**config.mk**
```make
export PLATFORM = sky130hd
export DESIGN_NAME = pc_fetch
export DESIGN_NICKNAME = d
export VERILOG_FILES = /design/src/rtl/pc_fetch.sv
export SDC_FILE = /design/constraint.sdc
export NUM_CORES = 1
export LEC_CHECK = 0
export BUFFER_PORTS_ARGS = -buffer_cell sky130_fd_sc_hd__buf_2
export CAP_MARGIN = 20
export CORE_MARGIN = 2
export CORE_UTILIZATION = 40
export DETAILED_ROUTE_END_ITERATION = 8
export PLACE_DENSITY = 0.71
export SETUP_SLACK_MARGIN = 0.02
export SYNTH_ARGS = -nofsm -noshare
export SYNTH_HDL_FRONTEND = slang
export SYNTH_SLANG_ARGS = --single-unit
```
**constraint.sdc**
```tcl
create_clock -name Clk -period 2.3 [get_ports Clk]
set_input_delay 0.46 -clock Clk [delete_from_list [all_inputs] [get_ports Clk]]
set_output_delay 0.46 -clock Clk [all_outputs]
set_load 0.01 [all_outputs]
```
**src/rtl/pc_fetch.sv**
```systemverilog
// pc_fetch: program counter with IDLE/RUN/DONE sequencing, a four-entry
// writable branch-target table and a saturating retired-instruction counter.
module pc_fetch #(
    parameter int              PC_W  = 10,
    parameter logic [PC_W-1:0] TARG0 = '0,
    parameter logic [PC_W-1:0] TARG1 = '0,
    parameter logic [PC_W-1:0] TARG2 = '0,
    parameter logic [PC_W-1:0] TARG3 = '0
) (
    input  logic            Clk,
    input  logic            Reset,
    input  logic            Start,
    input  logic [PC_W-1:0] StartAddr,
    input  logic            Jump,
    input  logic            BranchEn,
    input  logic            Zero,
    input  logic [1:0]      PCTarg,
    input  logic            Ack,
    input  logic            LutWe,
    input  logic [1:0]      LutWaddr,
    input  logic [PC_W-1:0] LutWdata,
    output logic [PC_W-1:0] ProgCtr,
    output logic            Running,
    output logic            Done,
    output logic [15:0]     InstCount
);
    typedef enum logic [1:0] {IDLE, RUN, DONE} state_t;

    state_t          r_state, w_next;
    logic [PC_W-1:0] r_pc, w_pc;
    logic [15:0]     r_cnt, w_cnt;
    logic            r_running, r_done;
    logic [PC_W-1:0] r_lut [4];
    logic            w_redir;

    assign ProgCtr   = r_pc;
    assign InstCount = r_cnt;
    assign Running   = r_running;
    assign Done      = r_done;

    always_comb begin
        w_next  = r_state;
        w_pc    = r_pc;
        w_cnt   = r_cnt;
        w_redir = Jump | (BranchEn & Zero);
        if (r_state == RUN) begin
            w_cnt = (r_cnt == 16'hFFFF) ? r_cnt : r_cnt + 16'd1;
            if (Ack)
                w_next = DONE;
            else if (w_redir)
                w_pc = r_lut[PCTarg];
            else
                w_pc = r_pc + PC_W'(1);
        end else if (Start) begin
            w_next = RUN;
            w_pc   = StartAddr;
            w_cnt  = 16'd0;
        end
    end

    // Table reads above see the registered entries, so a same-cycle write
    // to the redirect entry only takes effect for later redirects.
    always_ff @(posedge Clk or negedge Reset) begin
        if (!Reset) begin
            r_state   <= IDLE;
            r_pc      <= '0;
            r_cnt     <= '0;
            r_running <= 1'b0;
            r_done    <= 1'b0;
            r_lut[0]  <= TARG0;
            r_lut[1]  <= TARG1;
            r_lut[2]  <= TARG2;
            r_lut[3]  <= TARG3;
        end else begin
            r_state   <= w_next;
            r_pc      <= w_pc;
            r_cnt     <= w_cnt;
            r_running <= (w_next == RUN);
            r_done    <= (w_next == DONE);
            if (LutWe)
                r_lut[LutWaddr] <= LutWdata;
        end
    end
endmodule

```
# Yosys cells after proc, flatten, opt, wreduce, memory -nomap -nowiden
# Cells that the tools add are included.
# word_totals
elab_cells,44
rom_bits,0
latchBits,0
ram_bits,0
regBits,70
mem_count,0
# classes
magnitude_cmp,3
n_div,0
n_mul,0
addsub,2
n_bitwise,4
eq_ne,6
n_reduce_logical,4
mux,16
n_shift,0
# op_table
operator,count
$mux W10,7
$mux W16,3
$bwmux W40,1
$bmux W10 S2,1
$demux W10 S2,1
$add A16 B1 Y16 const B,1
$eq A16 B16 Y1 const B,1
$add A10 B1 Y10 const B,1
$ge A3 B3 Y1 const B,2
$mux W2,3
$not A2 Y3,2
$eq A2 B1 Y1 const B,2
$ne A2 B2 Y1 const B,2
$reduce_and A2 Y1,2
$lt A3 B1 Y1 const B,1
$eq A2 B2 Y1 const B,1
$reduce_bool A2 Y1,1
$and A1 B1 Y1,1
$logic_and A1 B1 Y1,1
$or A1 B1 Y1,1

# Logic depth before layout (Yosys ltp)
# logic_depth
ltp_word,7
mapped_depth,6

# Worst setup path after synthesis
# OpenSTA, ideal clock, no wires.
# synth_path
kind,input port to flip-flop
startpoint,in PCTarg[0]
endpoint,reg r_pc[9] (netlist: ProgCtr[9])
path_stages,5
arrival_ns,1.684
setup_time_ns,0.133
path_slack_ns,0.482
cell_sequence,buf_2 > mux4_2 > or3_1 > o211ai_1 > a31oi_1
# synth_between
elab_chain_len,7
# synth_lines
item,line_no,text
"start, declared",17,"input logic [1:0] PCTarg,"
$not A2 Y3 (implied by the code),51,w_pc = r_lut[PCTarg];
$bmux W10 S2,51,
$mux W10 (implied by the code) (2 in a row),51,
$mux W10,50,else if (w_redir)
$mux W10,48,if (Ack)
$mux W10,46,if (r_state == RUN) begin
"end signal, assigned",76,r_pc <= w_pc;
"end, declared",30,"logic [PC_W-1:0] r_pc, w_pc;"
# Every way passes these cells. The select of a mux whose other input is x is not followed.
# A chain may end at the register's enable or synchronous reset.

# Final worst setup path
# layout_path
startpoint,reg r_pc[0] (netlist: ProgCtr[0])
endpoint,reg r_pc[8] (netlist: ProgCtr[8])
# layout_between
elab_chain_len,4
# layout_lines
item,line_no,text
$add A10 B1 Y10,53,w_pc = r_pc + PC_W'(1);
$mux W10,50,
$mux W10,48,
$mux W10,46,
# Every way passes these cells. The select of a mux whose other input is x is not followed.

==> metrics.yaml <==
status: "completed"
vias_per_cell: 5.72
yosys_warnings: 0
p_seq_share_pct: 46.4
worst_path_max_delay_cell: "dfrtp_1"
antennaDiodeCount: 0
synthCells: 301
die_y_um: 97.7
path_class: "reg -> reg"
routabilityCongestion: 0.827
relSlewSlack_pct: 51.5
grt_max_degree: 71
tritoncts: "done"
nNetsFinal: 399
worstPathArrival_ns: 2.30
max_stage_delay_ns: 0.53
tns_ns: 0
clock_latency_ns: 0.35
endpoint_kind: "flop"
cp_num_buf_inv: 1
htreeDepth: 3
hold_class: "in -> async"
core_um2: 8590
cts_hold_repair.buffers: 0
yosys.cell_types.count: 51
drc: 0
drive_above_1_share_pct: 37.1
rows: 34
ios: 60
p_int_uw: 2450
setup_slack_ns: 0.293
areaGrowthSynthToFinish_pct: 17.5
worstSetupStartpointType: "flop"
drtIter0Drc: 206
syn_avg_cell_area_um2: 11.7
clock-sinks: 70
clk_path_buf_depth: 2
async_flop_share_pct: 100
start_util_pct: 40.8
grt_overflow_total: 0
final-hold-violation-count: 0
dr_total_vias: 2727
grt_pass1_vias: 2683
path_max_fanout: 9
wl_mm: 8.26
tightestPinTransition_ns: 0.723
switchingPower_uw: 1390
portBuffers: 59
ys.flop_type: "dfrtp_1"
drtAntennaViolNets: 0
dp_slack_ns: 0.386
die-area_um2: 9540
finalWorstPathRequiredPeriod_ns: 2.01
p_sw_share_pct: 36.2
pwr-share-comb_pct: 30.6
ir_worst_vdd_mv: 0.430
setup_viol: 0
path_cells: "ha_1 > inv_1 > or4_1 > a311oi_1 > a221o_1"
clock_skew_ns: 0.00459
ys_ff_latch: 70
clk_pin_slew_ns: 0.08
rsz0062_at_grt: "false"
clock.fmax_mhz: 498
grt_first_pass_wirelength_mm: 13.6
antenna_found_initial: 0
die_w_um: 97.7
power.share.clock_pct: 23.1
final-max-slew-violation-count: 0
numCtsBuffers: 9
root_buffer: "clkbuf_8"
cellLeakagePower_uw: 0.00175
ys_seq_area_share_pct: 49.9
grt_usage_pct: 17.9
maxCapViolCount: 0
cpLargestDelayFamily: "flip-flops"
post-cts-setup-buffers: 0
finalCritPeriodShare_pct: 87.3
cts-resized-gates: 0
wl_per_cell_um: 17.3
required_ns: 2.59
netlist_area_um2: 3510
synth-edff-count: 0
post-dp-hpwl_mm: 5.86
synth.net_count: 335
first_pass_iters: 4
powerDensity_nw_per_um2: 931
[Yosys cell counts, types with 2 or more instances]
library cell  count  area [um2]
inv_1             7        26.3
and3_1            2        12.5
nor2b_1           2        12.5
nand3b_1          3        22.5
a22oi_1           3        22.5
mux4_2           10         225
buf_1             2        7.51
buf_2             3        15.0
dfrtp_1          70        1750
a211oi_1          4        30.0
ha_1              2        25.0
mux2i_1           8        80.1
nor3_1            5        25.0
or3_1             6        37.5
nand3_1          13        65.1
mux2_2           41         462
nand4_1           4        25.0
o21a_1            2        15.0
nand2b_1          3        18.8
clkbuf_1          8        30.0
o31ai_1           6        45.0
a21oi_1          15        75.1
nor2_1           14        52.6
o211ai_1          3        22.5
a31o_2            2        17.5
a31oi_1           2        12.5
a211o_1           2        17.5
nor4_1            5        31.3
nand2_1          20        75.1
o21ai_0          10        50.1
o311ai_0          2        17.5
or4_1             2        15.0
xor2_1            2        17.5
[area by class of cell]
cell class              count  area, um2
clock buffers               9        124
fillers                   788       4470
well taps                 108        135
inverters                   7       26.3
clock inverters             6       48.8
repair buffers             66        360
flip-flops and latches     70       1750
multi-input cells         211       1680
[per-stage QoR]
stage	utilization [%]	total power (uW)	hold slack [ns]	area, um2	instances
global route	48.0	4100	0.122	4120	477
detailed placement	46.0	2980	0.488	3950	462
global placement	46.0	2930	0.482	3950	462
finish	48.0	3840	0.113	4120	477
floorplan	-	2510	0.164	3510	301
CTS	48.0	3870	0.139	4120	477
[flip-flops by register name (all words and copies together), names as in the netlist]
signal	cells
ProgCtr	10
InstCount	16
r_state	2
Running	1
r_lut	40
Done	1
[power by group through the flow]
stage / sequential [uW] / clock, uW / combinational (uW)
floorplan: 1780 / 0 / 730
CTS: 1780 / 909 / 1190
global placement: 1780 / 0 / 1150
finish: 1780 / 887 / 1170
global route: 1820 / 974 / 1300
detailed placement: 1800 / 0 / 1190
[path summary, 6_finish.rpt]
kind / from / endpoint / slack, ns / depth (start not counted)
setup / recovery: ProgCtr[0] / ProgCtr[8] / 0.29 / 5
hold / removal: Reset / InstCount[8] / 0.11 / 2
setup reg to reg: ProgCtr[0] / ProgCtr[8] / 0.29 / 5
hold reg to reg: r_lut[22] / r_lut[22] / 0.51 / 1
max in group asynchronous: Reset / r_lut[22] / 1.88 / 2
min in group Clk: StartAddr[8] / ProgCtr[8] / 0.36 / 2
[metal layers]
metal / wire [um] / vias to the layer above / share of wire (%) / track usage [%]
li1: - / 1264 / - / -
met1: 3510 / 1348 / 43 / 22.2
met2: 4190 / 99 / 51 / 30.2
met3: 439 / 16 / 5.3 / 5.40
met4: 120 / 0 / 1.5 / 5.13
met5: 0 / - / 0 / 0
[logic make-up after synthesis]
group,after synthesis,synth area share [%]
buf+inv,20,2.25
xor+xnor,3,0.749
mux,59,21.9
flops,70,49.9
simple gates,86,12.9
fa+ha+maj,2,0.713
compound gates,61,11.6
[worst register-to-register path, cell delays in order (launching register included)]
cell and delay (ns):
dfrtp_1 0.53, ha_1 0.29, inv_1 0.11, or4_1 0.53, a311oi_1 0.32, a221o_1 0.16
[cells in the final DEF, fill, tap and decap left out, types with 6 or more instances in the layout]
cell type,n
o21ai_0,10
a21oi_1,15
or3_1,6
buf_2,59
mux2i_1,8
nor2_1,14
nand2_1,20
mux2_2,41
mux4_2,10
clkbuf_8,9
buf_4,6
nand3_1,13
inv_1,7
dfrtp_1,70
o31ai_1,6
Power figures use the tool's default switching activity.
